## config.mk

```make
export PLATFORM = sky130hd
export DESIGN_NAME = pipe_stall_ctrl
export DESIGN_NICKNAME = d
export VERILOG_FILES = /design/src/rtl/pipe_stall_ctrl_pkg.sv /design/src/rtl/mdu_busy_timer.sv /design/src/rtl/pipe_stall_ctrl.sv
export SDC_FILE = /design/constraint.sdc
export NUM_CORES = 1
export LEC_CHECK = 0
export ABC_AREA = 1
export CAP_MARGIN = 20
export CORE_ASPECT_RATIO = 1.2
export CORE_UTILIZATION = 35
export DETAILED_ROUTE_END_ITERATION = 10
export PLACE_DENSITY = 0.76
export REMOVE_ABC_BUFFERS = 1
export SYNTH_ARGS = -nofsm -noshare
export SYNTH_HDL_FRONTEND = slang
export SYNTH_SLANG_ARGS = --single-unit
```

## constraint.sdc

```tcl
create_clock -name clk -period 2.15 [get_ports clk]
set_input_delay 0.43 -clock clk [delete_from_list [all_inputs] [get_ports clk]]
set_output_delay 0.43 -clock clk [all_outputs]
set_load 0.1 [all_outputs]
```

## src/rtl/pipe_stall_ctrl_pkg.sv

```systemverilog
// Shared constants for the pipeline hazard/stall controller.
// Latency: n/a (definitions only).
// Backpressure: n/a.
package pipe_stall_ctrl_pkg;

  // IF PC mux select codes
  localparam logic [1:0] PC_SEL_SEQ  = 2'b00;  // PC+4
  localparam logic [1:0] PC_SEL_ID   = 2'b01;  // branch/jump target from ID
  localparam logic [1:0] PC_SEL_HOLD = 2'b10;  // re-fetch current PC

  // Hard-wired zero register never produces a hazard
  localparam logic [4:0] REG_ZERO = 5'd0;

  typedef enum logic {
    ST_RUN      = 1'b0,
    ST_MDU_BUSY = 1'b1
  } state_t;

endpackage

```

## src/rtl/mdu_busy_timer.sv

```systemverilog
// MDU occupancy timer: loads on issue, flags busy for MDU_LAT cycles.
// Latency: busy rises the cycle after issue, stays high exactly MDU_LAT cycles.
// Backpressure: none; caller must not issue while busy (ignored if it does).
// Ports: clk, rst (async, active-high), issue (MDU op leaves ID), busy (MDU occupied).
module mdu_busy_timer
  import pipe_stall_ctrl_pkg::*;
#(
  parameter int MDU_LAT = 32,
  parameter int CNT_W   = 7
) (
  input  logic clk,
  input  logic rst,
  input  logic issue,
  output logic busy
);

  state_t             state_q, state_d;
  logic [CNT_W-1:0]   cnt_q, cnt_d;

  always_ff @(posedge clk or posedge rst) begin
    if (rst) begin
      state_q <= ST_RUN;
      cnt_q   <= '0;
    end else begin
      state_q <= state_d;
      cnt_q   <= cnt_d;
    end
  end

  // cnt holds the number of busy cycles remaining after the current one,
  // so loading MDU_LAT-1 yields MDU_LAT busy cycles in total.
  always_comb begin
    state_d = state_q;
    cnt_d   = cnt_q;
    case (state_q)
      ST_RUN: begin
        if (issue) begin
          state_d = ST_MDU_BUSY;
          cnt_d   = CNT_W'(MDU_LAT - 1);
        end
      end
      ST_MDU_BUSY: begin
        if (cnt_q != '0) begin
          cnt_d = cnt_q - CNT_W'(1);
        end else begin
          state_d = ST_RUN;
        end
      end
      default: begin
        state_d = ST_RUN;
        cnt_d   = '0;
      end
    endcase
  end

  assign busy = (state_q == ST_MDU_BUSY);

endmodule

```

## src/rtl/pipe_stall_ctrl.sv

```systemverilog
// Hazard/stall controller beside ID: drives IF PC select, ID hold and ID/EX bubble.
// Latency: all control outputs are combinational from inputs and MDU state (same cycle).
// Backpressure: stall holds IF PC and the ID instruction and bubbles EX until hazards clear.
// Ports: ID operand/class info, ID redirect, EX load/write info in; if_pc_sel,
//   id_inst_stop, ex_bubble, mdu_busy out. Optional build macro PIPE_STALL_PERF_EN
//   adds stall_cycles and redirect_cnt performance counters.
module pipe_stall_ctrl
  import pipe_stall_ctrl_pkg::*;
#(
  parameter int MDU_LAT = 32,
  parameter int CNT_W   = 7
) (
  input  logic        clk,
  input  logic        rst,
  input  logic [4:0]  id_rs,
  input  logic [4:0]  id_rt,
  input  logic        id_uses_rs,
  input  logic        id_uses_rt,
  input  logic        id_is_mdu,
  input  logic        id_reads_hilo,
  input  logic        id_redirect,
  input  logic        ex_is_load,
  input  logic        ex_rf_wena,
  input  logic [4:0]  ex_rf_waddr,
  output logic [1:0]  if_pc_sel,
  output logic        id_inst_stop,
  output logic        ex_bubble,
  output logic        mdu_busy
`ifdef PIPE_STALL_PERF_EN
  ,
  output logic [31:0] stall_cycles,
  output logic [31:0] redirect_cnt
`endif
);

  logic busy;
  logic rs_match, rt_match;
  logic lu_haz, mdu_haz, stall, issue;

  assign rs_match = id_uses_rs && (id_rs == ex_rf_waddr);
  assign rt_match = id_uses_rt && (id_rt == ex_rf_waddr);
  assign lu_haz   = ex_is_load && ex_rf_wena && (ex_rf_waddr != REG_ZERO) && (rs_match || rt_match);
  assign mdu_haz  = busy && (id_is_mdu || id_reads_hilo);
  assign stall    = lu_haz || mdu_haz;
  assign issue    = id_is_mdu && !stall;

  mdu_busy_timer #(
    .MDU_LAT (MDU_LAT),
    .CNT_W   (CNT_W)
  ) u_mdu_busy_timer (
    .clk   (clk),
    .rst   (rst),
    .issue (issue),
    .busy  (busy)
  );

  // Stall wins over redirect: the held instruction re-evaluates its
  // branch next cycle. Outputs are forced quiet while reset is asserted.
  always_comb begin
    if_pc_sel    = PC_SEL_SEQ;
    id_inst_stop = 1'b0;
    ex_bubble    = 1'b0;
    if (!rst) begin
      if (stall) begin
        if_pc_sel    = PC_SEL_HOLD;
        id_inst_stop = 1'b1;
        ex_bubble    = 1'b1;
      end else if (id_redirect) begin
        if_pc_sel = PC_SEL_ID;
      end
    end
  end

  assign mdu_busy = busy && !rst;

`ifdef PIPE_STALL_PERF_EN
  always_ff @(posedge clk or posedge rst) begin
    if (rst) begin
      stall_cycles <= '0;
      redirect_cnt <= '0;
    end else begin
      if (stall)                    stall_cycles <= stall_cycles + 32'd1;
      if (if_pc_sel == PC_SEL_ID)   redirect_cnt <= redirect_cnt + 32'd1;
    end
  end
`endif

endmodule

```

### Word level (Yosys, flattened, before mapping)

Cells that the tools add are included.
W data, S select, Z words.

| word-level totals | value |
|---|---|
| flip-flop bits (word level) | 8 |
| bits in latches | 0 |
| memory bits (writable) | 0 |
| memory bits (read-only) | 0 |
| input port bits | 24 |
| output and inout port bits | 5 |
| logic and storage cells | 35 |
| memories | 0 |

| cells by class | value |
|---|---|
| $add $sub $neg | 1 |
| multipliers | 0 |
| div/mod/pow operators | 0 |
| order comparisons | 0 |
| equal/unequal tests | 4 |
| shift operators | 0 |
| muxes and demuxes | 11 |
| bitwise gates (word level) | 1 |
| reductions and logical operators | 16 |

Operator list:

| operator | number |
|---|---|
| $mux W7 | 2 |
| $pmux W7 S2 | 1 |
| $eq A5 B5 Y1 | 2 |
| $logic_and A1 B1 Y1 | 8 |
| $reduce_bool A7 Y1 | 1 |
| $sub A7 B1 Y7 const B | 1 |
| $mux W1 | 5 |
| $reduce_bool A5 Y1 | 1 |
| $mux W2 | 2 |
| $ne A2 B2 Y1 const B | 2 |
| $logic_or A1 B1 Y1 | 3 |
| $logic_not A1 Y1 | 2 |
| $pmux W1 S2 | 1 |
| $reduce_and A2 Y1 | 1 |
| $not A1 Y1 | 1 |

### Depth between registers and ports, before layout

| logic depth | value |
|---|---|
| depth after elaboration | 9 |
| gate-level depth with buffers | 11 |
| depth with buffers taken out | 11 |

### Modules after synthesis

Synthesis repeated with hierarchy kept, for this count alone.

| second synthesis, totals | value |
|---|---|
| cells, all modules | 134 |
| area total of the unflattened synthesis | 777.0 µm² |

By module, submodules not included:

| module | instances | cells an instance | area an instance (µm²) | sequential area each (µm²) |
|---|---|---|---|---|
| mdu_busy_timer | 1 | 64 | 486.7 | 200.2 |
| pipe_stall_ctrl | 1 | 70 | 290.3 | 0.0 |

### Worst setup path after synthesis

No wires, ideal clock.

| timing | value |
|---|---|
| path type | input-to-output |
| start | input ex_rf_waddr[4] |
| end | output id_inst_stop |
| arrival time | 2.669 ns |
| data required time | 1.720 ns |
| setup slack | -0.949 ns |
| cell stages on the path | 9 |
| path buffers | 1 |
| cells stage by stage | inv_2 > nand2_1 > nand2_1 > nor2_2 > nand3_1 > nand2_2 > a21oi_1 > nor2_1 > buf_4 |

| between the ends | value |
|---|---|
| word-level cells in the longest chain between the ends | 7 |
| elaborated cells between the ends (all ways) | 11 |
| those cells by class | 2 x eq/ne; 2 x mux; 7 x reduce/logical |

RTL lines:

| what | RTL line | RTL |
|---|---|---|
| start: declaration | pipe_stall_ctrl.sv:24 | `input logic [4:0] ex_rf_waddr,` |
| $eq A5 B5 Y1, on equally long branches | pipe_stall_ctrl.sv:40, pipe_stall_ctrl.sv:41 |  |
| $logic_and A1 B1 Y1, on equally long branches | pipe_stall_ctrl.sv:40, pipe_stall_ctrl.sv:41 |  |
| $logic_or A1 B1 Y1 | pipe_stall_ctrl.sv:42 | `assign lu_haz = ex_is_load && ex_rf_wena && (ex_rf_waddr != REG_ZERO) && (rs_match \|\| rt_match);` |
| $logic_and A1 B1 Y1 (*) | pipe_stall_ctrl.sv:42 |  |
| $logic_or A1 B1 Y1 (*) | pipe_stall_ctrl.sv:44 | `assign stall = lu_haz \|\| mdu_haz;` |
| $mux W1 (*) (2 in series) | n/a |  |
| end: declaration | pipe_stall_ctrl.sv:26 | `output logic id_inst_stop,` |

Mark *: on every way between the ends. The rest lies on a longest branch, timed or not.

### Worst setup path after layout

| timing | value |
|---|---|
| start | input ex_rf_waddr[1] |
| end | output id_inst_stop |

| between the ends | value |
|---|---|
| word-level cells in the longest chain between the ends | 7 |
| elaborated cells between the ends (all ways) | 11 |
| those cells by class | 2 x eq/ne; 2 x mux; 7 x reduce/logical |

RTL lines:

| what | RTL line | RTL |
|---|---|---|
| $eq A5 B5 Y1, on equally long branches | pipe_stall_ctrl.sv:40, pipe_stall_ctrl.sv:41 |  |
| $logic_and A1 B1 Y1, on equally long branches | pipe_stall_ctrl.sv:40, pipe_stall_ctrl.sv:41 |  |
| $logic_or A1 B1 Y1 | pipe_stall_ctrl.sv:42 |  |
| $logic_and A1 B1 Y1 (*) | pipe_stall_ctrl.sv:42 |  |
| $logic_or A1 B1 Y1 (*) | pipe_stall_ctrl.sv:44 |  |
| $mux W1 (*) | pipe_stall_ctrl.sv:64 | `if (stall) begin` |
| $mux W1 (*) | pipe_stall_ctrl.sv:63 | `if (!rst) begin` |

Marked as above.

==> out/metrics.cfg <==
[run_status]
status = complete, no violations

[timing]
rsz0062_at_grt = no
fin_crit_sh = 0.9571
setup_viol = 0
maxSlewHeadroom = 0.8031
clock_skew_ns = 0.002498
slew_violations = 0
min_period_ns = 2.058
timing.setup.tns_ns = 0
fmax_mhz = 485.9
worst_slew_pin_slew_ns = 0.2942
hold_viol_final = 0

[placed_design]
dp_hpwl_um = 1648
gp_congestion = 0.8690
port_buffers = 28

[finish]
nNetsFinal = 194
antenna_cells = 0
nFillCells = 208
final_util = 0.5586
multiInputGateArea_um2 = 467.9
syn2layout_area_growth_pct = 50.65
seq_area_um2 = 200.2
drive_gt1_frac = 0.1627

[floorplanning]
core_area_um2 = 2072
die_w_um = 44.77
die_y_um = 53.32
ios = 29
rows = 18
die_area_um2 = 2387
start_util = 0.3708

[cts]
clkTransAtPathRegs_ns = 0.05
cts_tree = done
ctsRootBufferMaster = clkbuf_4
clk_latency_ns = 0.24
clock_path_buffers = 2
cts_buffers = 3
clkSinkCount = 8
ctsHtreeMaxLevel = 1

[worst_setup_path]
worstPathMaxFanout = 4
endpoint_kind = primary output
start_kind = primary input
reg2reg_depth = 7
crit_required_ns = 1.72
arrival_ns = 1.63
criticalPathCategory = in2out

[drt]
wl_per_cell_um = 10.33
wirelength_um = 2025
drc_errors = 0
drtIter0Drc = 20
vias_per_cell = 4.526
vias = 887
antenna_left = 0
drt-pass1-iter-count = 4

[min_path]
hp-class = reg2reg
whs_path_depth = 2

[global_route]
antenna_found_initial = 0
grt_pass1_vias = 832
gr-total-overflow = 0
grt_pass1_wl_um = 3153
grt_max_degree = 10
grt_use_total = 0.1828

[yosys]
synth_cells = 133
synth_area_leaders = dfrtp_1 26%, nand2_1 24%, inv_1 10%, nand3_1 8.5%, nor2_1 8.3%
netlist_area_um2 = 768.2
ys_seq_area_frac = 0.2606
yosysUniqueCellTypes = 19
post-synth-top-count-cell = nand2_1
syn_area_per_cell_um2 = 5.776
async_flop_share = 1.000
yosys.area.top_type = dfrtp_1
synth-seq-cells = 8
synth_top_area_share = 0.2606
yosys_warnings = 0
synth_common_cells = 49 x nand2_1, 21 x inv_1, 17 x nor2_1
synth_edf_count = 0
synth_ff_type = dfrtp_1

[run]
drv_cap = 0

[power]
leakagePower_uw = 0.0006653
power.density_nw_per_um2 = 924.9
max-vdd-ir-drop_mv = 0.5843

## worst max-delay path: stages
cell	delay (ns)
dlygate4sd2_1	0.27
nand2_1	0.08
nand2_1	0.05
nor2_1	0.12
nand3_1	0.10
nand2_2	0.08
a21oi_2	0.06
nor2_1	0.08
buf_4	0.16
buf_12	0.18
## layer usage
layer / share of wire / GRT usage
met3: 0.065 / 0.03072
met1: 0.38 / 0.1677
met4: 0.0074 / 0.07576
met5: 0 / 0
met2: 0.55 / 0.3775
## placed cells by master (no fill, tap or decap), drive strengths merged
cell and instances:
clkdlybuf4s50 6, nand3 13, o21a 1, a31oi 1
nand2 53, dlymetal6s2s 1, ha 2, buf 9
dfrtp 8, clkbuf 5, nand4 1, dlygate4sd2 14
or2 1, inv 25, nor2 18, nand3b 1
o21ai 4, a21oi 3
## what timing repair did
| item | 4_1_cts | 5_1_grt |
|---|---|---|
| buffers inserted | 1 | 1 |
| gates resized for setup | 18 | 6 |
| endpoints found under the setup margin | 4 | 4 |
| hold buffers | 0 | 0 |
| pin swaps | 13 | 5 |
## path summary, 6_finish.rpt
kind | start | end | slack [ns]
min in group asynchronous | rst | u_mdu_busy_timer.cnt_q[2] | 0.55
max in group asynchronous | rst | u_mdu_busy_timer.busy | 1.38
min | u_mdu_busy_timer.cnt_q[2] | u_mdu_busy_timer.cnt_q[2] | 0.51
max | ex_rf_waddr[1] | id_inst_stop | 0.09
max reg2reg | u_mdu_busy_timer.cnt_q[0] | u_mdu_busy_timer.cnt_q[3] | 0.69
min reg2reg | u_mdu_busy_timer.cnt_q[2] | u_mdu_busy_timer.cnt_q[2] | 0.51
## logic make-up after synthesis
family / share of synthesized area
AND/OR/NAND/NOR: 0.4870
buffers and inverters: 0.1417
AO/OA/AOI/OAI: 0.07818
flip-flops: 0.2606
adder cells (fa/ha/maj): 0.03257
## area by class of cell
type | instances | share of cell area
timing repair buffer | 32 | 0.2897
tap | 30 | 0.03243
sequential | 8 | 0.1730
clock buffer | 3 | 0.01946
inverter | 25 | 0.08108
multi-input combinational | 98 | 0.4043
## flip-flops by register name (all words and copies together) (netlist names)
signal	count
u_mdu_busy_timer.busy	1
u_mdu_busy_timer.cnt_q	7
## report_power, final
group          switching (uW)  total [uW]  leakage [uW]  internal (uW)
Sequential               56.1         278     0.0000944            221
Clock                    42.3         106     0.0000138           63.3
Combinational             432         687      0.000557            255
Total                     530        1070      0.000665            540
## per-stage QoR
stage	cells	worst slack, ns	total power [uW]	hold WS, ns	area (um^2)
2_1_floorplan	131	-2.820	745.0	0.2457	753.2
3_5_place_dp	191	-0.2336	971.0	0.4952	1136
4_1_cts	195	0.001120	1079	0.5093	1152
3_3_place_gp	191	-0.1962	943.5	0.4906	1136
6_report	196	0.09215	1070	0.5068	1157
5_1_grt	196	0.008626	1167	0.5487	1157
No activity file was read; power rests on OpenSTA's default activity.
